## src/rtl/mem_ctrl_if.sv

```systemverilog
// Bundles the mem-stage, fetch and byte-wide RAM signals seen by mem_ctrl.
// slave: the controller side. master: pipeline stages plus RAM.
interface mem_ctrl_if #(
  parameter int ADDR_WIDTH = 32,
  parameter int DATA_WIDTH = 32
);
  logic [ADDR_WIDTH-1:0] mem_addr_i;
  logic [DATA_WIDTH-1:0] mem_wdata_i;
  logic [2:0]            mem_times_i;
  logic [1:0]            mem_readwrite_i;
  logic [DATA_WIDTH-1:0] mem_rdata_o;
  logic [1:0]            mem_status_o;
  logic                  if_req_i;
  logic [ADDR_WIDTH-1:0] if_addr_i;
  logic [31:0]           if_inst_o;
  logic [1:0]            if_status_o;
  logic [7:0]            ram_din;
  logic [7:0]            ram_dout;
  logic [ADDR_WIDTH-1:0] ram_a;
  logic                  ram_wr;

  modport slave (
    input  mem_addr_i, mem_wdata_i, mem_times_i, mem_readwrite_i,
    input  if_req_i, if_addr_i, ram_din,
    output mem_rdata_o, mem_status_o, if_inst_o, if_status_o,
    output ram_dout, ram_a, ram_wr
  );

  modport master (
    output mem_addr_i, mem_wdata_i, mem_times_i, mem_readwrite_i,
    output if_req_i, if_addr_i, ram_din,
    input  mem_rdata_o, mem_status_o, if_inst_o, if_status_o,
    input  ram_dout, ram_a, ram_wr
  );
endinterface

```

## src/rtl/mem_ctrl.sv

```systemverilog
// Memory controller: arbitrates mem-stage loads/stores (priority) and
// instruction fetches onto one byte-wide synchronous RAM port, serialising
// each access into byte cycles and assembling read data little-endian.
module mem_ctrl #(
  parameter int ADDR_WIDTH = 32,
  parameter int DATA_WIDTH = 32
) (
  input  logic       clk,
  input  logic       rst,
  mem_ctrl_if.slave  bus
);

  typedef enum logic [1:0] {IDLE, READ, WRITE, DONE} state_t;
  typedef enum logic [1:0] {
    ST_INIT = 2'b00,
    ST_BUSY = 2'b01,
    ST_DONE = 2'b10
  } status_t;

  state_t                state_q;
  status_t               mem_status_q;
  status_t               if_status_q;
  logic [ADDR_WIDTH-1:0] addr_q;
  logic [ADDR_WIDTH-1:0] ram_a_q;
  logic [DATA_WIDTH-1:0] wdata_q;
  logic [DATA_WIDTH-1:0] rdata_q;
  logic [31:0]           inst_q;
  logic [31:0]           buf_q;
  logic [2:0]            nbytes_q;
  logic [2:0]            cnt_q;
  logic                  is_if_q;
  logic                  ram_wr_q;
  logic [7:0]            ram_dout_q;

  logic                  mem_rd_req;
  logic                  mem_wr_req;
  logic [2:0]            mem_nbytes;
  logic [2:0]            cnt_inc;
  logic [1:0]            rd_idx;
  logic [1:0]            wr_idx;
  logic [ADDR_WIDTH-1:0] next_addr;
  logic [31:0]           asm_data;

  // Request decode, next byte address and the read buffer with the
  // byte arriving this cycle merged in.
  always_comb begin
    mem_rd_req = (bus.mem_readwrite_i == 2'b01);
    mem_wr_req = (bus.mem_readwrite_i == 2'b10);
    case (bus.mem_times_i)
      3'b000, 3'b001: mem_nbytes = 3'd1;
      3'b010, 3'b011: mem_nbytes = 3'd2;
      default:        mem_nbytes = 3'd4;
    endcase
    cnt_inc   = cnt_q + 3'd1;
    // cnt_q counts cycles spent in READ/WRITE; the RAM answers one cycle
    // after the address, so the byte landing now is index cnt_q-1.
    rd_idx    = cnt_q[1:0] - 2'd1;
    wr_idx    = cnt_inc[1:0];
    next_addr = addr_q + ADDR_WIDTH'(cnt_inc);
    asm_data  = buf_q;
    asm_data[8*rd_idx +: 8] = bus.ram_din;
  end

  // Controller FSM with all bus and RAM outputs registered.
  always_ff @(posedge clk) begin
    if (!rst) begin
      state_q      <= IDLE;
      mem_status_q <= ST_INIT;
      if_status_q  <= ST_INIT;
      addr_q       <= '0;
      ram_a_q      <= '0;
      wdata_q      <= '0;
      rdata_q      <= '0;
      inst_q       <= '0;
      buf_q        <= '0;
      nbytes_q     <= '0;
      cnt_q        <= '0;
      is_if_q      <= 1'b0;
      ram_wr_q     <= 1'b0;
      ram_dout_q   <= '0;
    end else begin
      case (state_q)
        IDLE: begin
          cnt_q <= '0;
          buf_q <= '0;
          if (mem_rd_req || mem_wr_req) begin
            addr_q       <= bus.mem_addr_i;
            wdata_q      <= bus.mem_wdata_i;
            nbytes_q     <= mem_nbytes;
            is_if_q      <= 1'b0;
            ram_a_q      <= bus.mem_addr_i;
            mem_status_q <= ST_BUSY;
            if (mem_wr_req) begin
              state_q    <= WRITE;
              ram_wr_q   <= 1'b1;
              ram_dout_q <= bus.mem_wdata_i[7:0];
            end else begin
              state_q    <= READ;
            end
          end else if (bus.if_req_i) begin
            addr_q      <= bus.if_addr_i;
            nbytes_q    <= 3'd4;
            is_if_q     <= 1'b1;
            ram_a_q     <= bus.if_addr_i;
            if_status_q <= ST_BUSY;
            state_q     <= READ;
          end
        end

        READ: begin
          cnt_q <= cnt_inc;
          if (cnt_q != 3'd0) begin
            buf_q <= asm_data;
          end
          if (cnt_inc < nbytes_q) begin
            ram_a_q <= next_addr;
          end
          if (cnt_q == nbytes_q) begin
            state_q <= DONE;
            if (is_if_q) begin
              inst_q      <= asm_data;
              if_status_q <= ST_DONE;
            end else begin
              rdata_q      <= DATA_WIDTH'(asm_data);
              mem_status_q <= ST_DONE;
            end
          end
        end

        WRITE: begin
          cnt_q <= cnt_inc;
          if (cnt_inc < nbytes_q) begin
            ram_a_q    <= next_addr;
            ram_dout_q <= wdata_q[8*wr_idx +: 8];
          end else begin
            ram_wr_q     <= 1'b0;
            mem_status_q <= ST_DONE;
            state_q      <= DONE;
          end
        end

        DONE: begin
          mem_status_q <= ST_INIT;
          if_status_q  <= ST_INIT;
          state_q      <= IDLE;
        end

        default: state_q <= IDLE;
      endcase
    end
  end

  assign bus.mem_rdata_o  = rdata_q;
  assign bus.mem_status_o = mem_status_q;
  assign bus.if_inst_o    = inst_q;
  assign bus.if_status_o  = if_status_q;
  assign bus.ram_a        = ram_a_q;
  assign bus.ram_dout     = ram_dout_q;
  assign bus.ram_wr       = ram_wr_q;

endmodule
```

## src/flat_wrapper.sv

```systemverilog
// flat-port wrapper written by rule: the top's interface ports become plain ports
module mem_ctrl_flat 
#(
  parameter int ADDR_WIDTH = 32,
  parameter int DATA_WIDTH = 32
)
  (clk, rst, bus_mem_addr_i, bus_mem_wdata_i, bus_mem_times_i, bus_mem_readwrite_i, bus_if_req_i, bus_if_addr_i, bus_ram_din, bus_mem_rdata_o, bus_mem_status_o, bus_if_inst_o, bus_if_status_o, bus_ram_dout, bus_ram_a, bus_ram_wr);
  mem_ctrl_if #(.ADDR_WIDTH(ADDR_WIDTH), .DATA_WIDTH(DATA_WIDTH)) bus_i ();
  input  logic clk;
  input  logic rst;
  input wire logic [$bits(bus_i.mem_addr_i)-1:0] bus_mem_addr_i;
  input wire logic [$bits(bus_i.mem_wdata_i)-1:0] bus_mem_wdata_i;
  input wire logic [$bits(bus_i.mem_times_i)-1:0] bus_mem_times_i;
  input wire logic [$bits(bus_i.mem_readwrite_i)-1:0] bus_mem_readwrite_i;
  input wire logic [$bits(bus_i.if_req_i)-1:0] bus_if_req_i;
  input wire logic [$bits(bus_i.if_addr_i)-1:0] bus_if_addr_i;
  input wire logic [$bits(bus_i.ram_din)-1:0] bus_ram_din;
  output wire logic [$bits(bus_i.mem_rdata_o)-1:0] bus_mem_rdata_o;
  output wire logic [$bits(bus_i.mem_status_o)-1:0] bus_mem_status_o;
  output wire logic [$bits(bus_i.if_inst_o)-1:0] bus_if_inst_o;
  output wire logic [$bits(bus_i.if_status_o)-1:0] bus_if_status_o;
  output wire logic [$bits(bus_i.ram_dout)-1:0] bus_ram_dout;
  output wire logic [$bits(bus_i.ram_a)-1:0] bus_ram_a;
  output wire logic [$bits(bus_i.ram_wr)-1:0] bus_ram_wr;
  assign bus_i.mem_addr_i = bus_mem_addr_i;
  assign bus_i.mem_wdata_i = bus_mem_wdata_i;
  assign bus_i.mem_times_i = bus_mem_times_i;
  assign bus_i.mem_readwrite_i = bus_mem_readwrite_i;
  assign bus_i.if_req_i = bus_if_req_i;
  assign bus_i.if_addr_i = bus_if_addr_i;
  assign bus_i.ram_din = bus_ram_din;
  assign bus_mem_rdata_o = bus_i.mem_rdata_o;
  assign bus_mem_status_o = bus_i.mem_status_o;
  assign bus_if_inst_o = bus_i.if_inst_o;
  assign bus_if_status_o = bus_i.if_status_o;
  assign bus_ram_dout = bus_i.ram_dout;
  assign bus_ram_a = bus_i.ram_a;
  assign bus_ram_wr = bus_i.ram_wr;
  mem_ctrl #(.ADDR_WIDTH(ADDR_WIDTH), .DATA_WIDTH(DATA_WIDTH)) u_core (.clk(clk), .rst(rst), .bus(bus_i));
endmodule
```

## config.mk

```make
export PLATFORM = sky130hd
export DESIGN_NAME = mem_ctrl_flat
export DESIGN_NICKNAME = d
export VERILOG_FILES = /design/src/rtl/mem_ctrl_if.sv /design/src/rtl/mem_ctrl.sv /design/src/flat_wrapper.sv
export SDC_FILE = /design/constraint.sdc
export NUM_CORES = 1
export LEC_CHECK = 0
export ABC_AREA = 0
export BUFFER_PORTS_ARGS = -buffer_cell sky130_fd_sc_hd__buf_2
export CORE_MARGIN = 5
export CORE_UTILIZATION = 45
export DETAILED_ROUTE_END_ITERATION = 6
export PLACE_DENSITY = 0.65
export RECOVER_POWER = 50
export REMOVE_ABC_BUFFERS = 1
export SLEW_MARGIN = 20
export SYNTH_ARGS = -nofsm -noshare
export SYNTH_HDL_FRONTEND = slang
export SYNTH_SLANG_ARGS = --single-unit
```

## constraint.sdc

```tcl
create_clock -name clk -period 9.1 [get_ports clk]
set_input_delay 1.82 -clock clk [delete_from_list [all_inputs] [get_ports clk]]
set_output_delay 1.82 -clock clk [all_outputs]
set_load 0.02 [all_outputs]
```

==> flow_summary.json, run 1 <==
{
  "status": "finished, final reports clean",
  "power_leakage_nw": 4.41,
  "dp_hpwl_mm": 16.9,
  "ys_seq_elements": 214,
  "portBuffers": 219,
  "hold_buffers": 0,
  "endpoint_kind": "register",
  "ctsResizeCount": 0,
  "place_congestion": 0.792,
  "wl_mm": 25.3,
  "yosysWarningCount": 0,
  "ant_nets": 0,
  "synth_area_um2": 9710,
  "track_usage_pct": 19.6,
  "slew_headroom_pct": 1.79,
  "setup_violations": 0,
  "io_pins": 221,
  "clockBufferDepth": 3,
  "firstDrtPassIters": 4,
  "cts_tree": "done",
  "slew_violations": 0,
  "cts_max_level": 1,
  "layout.nets": 1427,
  "start_util_pct": 45.9,
  "drive_above_1_share_pct": 14.1,
  "criticalPathCategory": "in -> reg",
  "hold_viol_final": 0,
  "period_share_pct": 46.5,
  "clk_latency_ns": 0.51,
  "rsz0062_at_grt": "no",
  "yosysTopAreaCell": "dfxtp_1",
  "p_per_area_nw_per_um2": 336,
  "die_w_um": 157,
  "post-route-min-period_ns": 4.23,
  "cp.required_ns": 9.55,
  "final_cells": 1589,
  "syn_inst": 1130,
  "clock-skew-final_ns": 0.0102,
  "setup_tns_ns": 0,
  "chipHeight_um": 157,
  "async_flop_share_pct": 0,
  "arrival_ns": 4.68,
  "clock.fmax_mhz": 236,
  "worst_path_largest_cell_delay_ns": 1.04,
  "synth_cell_types": 63,
  "synth.area.top_cells": "dfxtp_1 44%, a211oi_1 7.8%, nor2_1 7.5%",
  "cts_root_buf": "clkbuf_16",
  "crit_fanout": 112,
  "grt_pass1_wl_mm": 40.2,
  "cp_slowest_cell": "clkbuf_1",
  "vdd_drop_max_mv": 0.170,
  "hold_path.class": "reg -> reg",
  "drtIter0Drc": 401,
  "antenna_found_initial": 2,
  "rows": 53,
  "drcViolationCount": 0,
  "synth_enable_flop_cells": 0,
  "overflow": 0,
  "crit_chain": "clkbuf_1, inv_6, buf_4, a2111oi_2, a32o_1",
  "yosys_most_used_dff": "dfxtp_1",
  "avgViaCountPerCell": 5.34,
  "dpl.cell_count": 1545,
  "grt_max_degree": 113,
  "clk_pin_slew_ns": 0.06,
  "die_area_um2": 24600,
  "startpoint_type": "primary input",
  "first_global_vias": 7999,
  "ys_seq_area_share_pct": 44.1,
  "core-area_um2": 21200,
  "worstMarginPinSlew_ns": 1.47,
  "cap_viol_max_count": 0,
  "netlist.area_leader.share_pct": 44.1,
  "postCtsSetupRepairBufs": 0,
  "cts_inserted_buffers": 24,
  "cts.sinks": 214,
  "num_vias": 8480,
  "wl_per_cell_um": 15.9,
  "syn2layout_area_growth_pct": 19.0,
  "syn_avg_cell_area_um2": 8.59
}
==> layer usage <==
metal / vias up / wire length, um / GRT usage (%)
met5: - / 7 / 0
met4: 2 / 497 / 5.37
met3: 37 / 1580 / 3.90
met2: 214 / 11700 / 32.1
met1: 3876 / 11500 / 26.5
li1: 4351 / - / -
==> worst max-delay path, delay by kind of cell <==
kind / cells / cell delay, ns
AO/OA/AOI/OAI: 2 / 0.54
buffers and inverters: 3 / 2.26
==> final timing paths <==
path	depth (start not counted)	slack (ns)	start	to
min	2	0.45	u_core.wdata_q[15]	u_core.wdata_q[15]
min reg2reg	2	0.45	u_core.wdata_q[15]	u_core.wdata_q[15]
max	5	4.87	rst	u_core.bus.ram_a[8]
max reg2reg	8	5.30	u_core.cnt_q[1]	u_core.bus.ram_a[14]
==> flip-flops by register name, summed over array words and instances, names as in the netlist <==
signal / flops
u_core.bus.ram_wr: 1
u_core.bus.ram_dout: 8
u_core.buf_q: 32
u_core.is_if_q: 1
u_core.bus.mem_rdata_o: 32
u_core.nbytes_q: 3
u_core.state_q: 2
u_core.bus.ram_a: 32
u_core.bus.mem_status_o: 2
u_core.wdata_q: 32
u_core.cnt_q: 3
u_core.bus.if_status_o: 2
u_core.bus.if_inst_o: 32
u_core.addr_q: 32
==> cell type report <==
cell class	instances	area [um2]
antenna	1	2.50
clock buffer	35	723
clock inverter	8	121
fill	2082	9600
inverter	18	72.6
multi-input combinational	809	4970
sequential	214	4280
tap	275	344
timing repair buffer	229	1030
==> logic make-up after synthesis <==
family | synth area share [%]
muxes | 7.02
DFF | 44.1
buffers and inverters | 4.86
xor gates and xnor gates | 2.71
adders and majority gates | 2.53
AOI/OAI and AO/OA | 20.3
and+or+nand+nor | 18.5
==> through the flow <==
stage / utilization (%) / worst slack (ns) / hold WS, ns / instance area, um2 / total power, W
after floorplan: - / 3.73 / 0.433 / 9310 / 0.00242
after global placement: 51.2 / 4.83 / 0.438 / 10800 / 0.00291
after detailed placement: 51.3 / 4.87 / 0.447 / 10800 / 0.00293
after CTS: 55.3 / 5.27 / 0.455 / 11700 / 0.00396
after global routing: 54.6 / 4.57 / 0.476 / 11600 / 0.00414
final: 54.6 / 4.87 / 0.453 / 11600 / 0.00389
==> synthesized netlist by cell type (7+ instances only) <==
library cell,n
a211oi_1,101
a21oi_1,120
a22oi_1,7
a31oi_1,11
buf_1,14
buf_2,19
clkbuf_1,49
dfxtp_1,214
ha_1,18
inv_1,18
mux2i_1,49
mux4_2,8
nand2_1,91
nand3_1,10
nand4_1,18
nor2_1,194
nor2b_1,36
nor3_1,10
o21ai_0,17
o22ai_1,16
xor2_1,24
==> placed cells by master (no fill, tap or decap), drive strengths merged, types with 12 or more instances in the layout <==
cell type,Yosys,final
nand4,18,18
nor2b,36,36
ha,18,18
xor2,24,24
nand2,91,91
inv,18,18
o21ai,18,18
dfxtp,214,214
clkbuf,50,145
mux2i,49,49
nor2,194,194
buf,39,119
o22ai,16,16
a21oi,121,121
nor3,12,12
a211oi,101,101
==> power breakdown <==
part / total, W / leakage, nW / switching [W] / internal [W]
combinational: 0.00155 / 2.24 / 0.00104 / 0.000506
clock: 0.00101 / 0.414 / 0.000380 / 0.000634
sequential: 0.00132 / 1.75 / 0.000157 / 0.00117
Note: power is estimated with default switching activity, not from simulation.
==> inputs of run 2 (changes only) <==
Settings changed: PLACE_DENSITY 0.65 to 0.68.
Clock period 9.1 ns to 3.7 ns, I/O delays scaled along.
==> run 2 against run 1 <==
The run now ends with max-capacitance violations, max-slew violations left. Worst setup slack lost 4.2 ns. Routed wire length grew 0.30%. Power rose by 140%. Critical path depth rose by 1. Combinational power rose to 2.5 times the previous value. Sequential power is 150% higher. Cell count up 0.63%. Clock-buffer cell count rose by 4. Register-to-register slack got worse by 4.7 ns. Non-clock buffer count up 13. Clock skew is 0.0050 ns lower. Cell area is 0.12% higher.
==> flow_summary.json, run 2 (synthesis gave the netlist of run 1 again) <==
{
  "status": "finished with violations",
  "violations": "max-capacitance violations, max-slew violations",
  "placed_cell_area_um2": 11000,
  "drtIter0Drc": 466,
  "die_area_um2": 24600,
  "postCtsSetupRepairBufs": 0,
  "first_global_vias": 7976,
  "fillCellCount": 2043,
  "post-route-min-period_ns": 3.08,
  "cts_root_buf": "clkbuf_16",
  "drive_above_1_share_pct": 14.0,
  "grt_pass1_wl_mm": 40.3,
  "worstMarginPinSlew_ns": 1.55,
  "chipHeight_um": 157,
  "p_per_area_nw_per_um2": 817,
  "clk_pin_slew_ns": 0.06,
  "arrival_ns": 3.48,
  "layout_common_cells": "214 x dfxtp_1, 194 x nor2_1, 120 x a21oi_1",
  "overflow": 0,
  "rsz0062_at_grt": "no",
  "slew_violations": 20,
  "place_congestion": 0.816,
  "portBuffers": 219,
  "path_buf_inv": 2,
  "start_util_pct": 45.9,
  "power_leakage_nw": 4.43,
  "core-area_um2": 21200,
  "ant_nets": 0,
  "fin_area_um2": 11600,
  "track_usage_pct": 19.7,
  "num_vias": 8550,
  "syn2layout_area_growth_pct": 19.1,
  "period_share_pct": 83.1,
  "hold_buffers": 0,
  "utilization_pct": 54.7,
  "cp.required_ns": 4.10,
  "layout.nets": 1440,
  "ctsResizeCount": 0,
  "drcViolationCount": 0,
  "hold_path.class": "reg -> reg",
  "clockBufferDepth": 3,
  "cts_inserted_buffers": 24,
  "slew_headroom_pct": -3.68,
  "antenna_found_initial": 1,
  "dp_hpwl_mm": 17.4,
  "worst_path_largest_cell_delay_ns": 1.17,
  "crit_family": "simple AND/OR/NAND/NOR gates",
  "crit_fanout": 26,
  "wl_per_cell_um": 15.9,
  "clk_latency_ns": 0.50,
  "firstDrtPassIters": 4,
  "setup_violations": 0,
  "cts.sinks": 214,
  "crit_chain": "inv_1, ha_1, and2_0, clkbuf_1, nor2_1, a211oi_1",
  "io_pins": 221,
  "cts_max_level": 1,
  "criticalPathCategory": "reg -> reg",
  "rows": 53,
  "n_antenna_cell": 0,
  "cts_tree": "done",
  "cap_viol_max_count": 1,
  "wl_mm": 25.4,
  "die_w_um": 157,
  "avgViaCountPerCell": 5.35,
  "cp_slowest_cell": "and2_0",
  "clock.fmax_mhz": 325,
  "startpoint_type": "register",
  "hold_viol_final": 0,
  "layout_commonest_cell": "dfxtp_1",
  "grt_max_degree": 135,
  "endpoint_kind": "register",
  "vdd_drop_max_mv": 0.360,
  "clock-skew-final_ns": 0.00517
}
## run 2: through the flow
step | hold WS (ns) | total power [W] | std cells | setup TNS, ns | setup slack, ns
2_1_floorplan | 0.433 | 0.00596 | 1041 | -47.51 | -0.595
6_report | 0.451 | 0.00945 | 1599 | 0 | 0.624
3_3_place_gp | 0.439 | 0.00726 | 1558 | 0 | 0.713
5_1_grt | 0.467 | 0.0101 | 1599 | 0 | 0.324
4_1_cts | 0.451 | 0.00964 | 1599 | 0 | 0.658
3_5_place_dp | 0.445 | 0.00734 | 1558 | 0 | 0.683
## run 2: final cells by class
cell class                      count  area (um2)  area share [%]
Sequential cell                   214        4280            37.0
Multi-Input combinational cell    809        4960            42.9
Inverter                           18        72.6           0.627
Clock buffer                       39         758            6.55
Tap cell                          275         344            2.97
Clock inverter                      2        10.0          0.0865
Timing Repair Buffer              242        1140            9.87
## run 2: report_power, final
part	total, W	internal [W]	leakage, nW	switching [W]
clock network	0.00229	0.00139	0.381	0.000900
logic	0.00390	0.00132	2.30	0.00258
registers	0.00326	0.00287	1.75	0.000391
## run 2: tightest hold or removal path, stage by stage (launching register included)
cell	delay, ns
dfxtp_1	0.30
nand2_1	0.05
a21oi_1	0.05
## run 2: worst paths after layout
path	from	endpoint	slack (ns)	cells past startpoint
setup / recovery	u_core.state_q[0]	u_core.addr_q[21]	0.62	6
hold / removal	u_core.bus.ram_a[9]	u_core.bus.ram_a[9]	0.45	2
setup reg to reg	u_core.state_q[0]	u_core.addr_q[21]	0.62	6
hold reg to reg	u_core.bus.ram_a[9]	u_core.bus.ram_a[9]	0.45	2
## run 2: routing by layer
layer,routed length (um),global-route usage [%],up-vias
met1,11400,26.7,3947
met3,1780,4.26,25
li1,-,-,4359
met4,349,4.42,2
met5,13,0,-
met2,11800,32.5,217
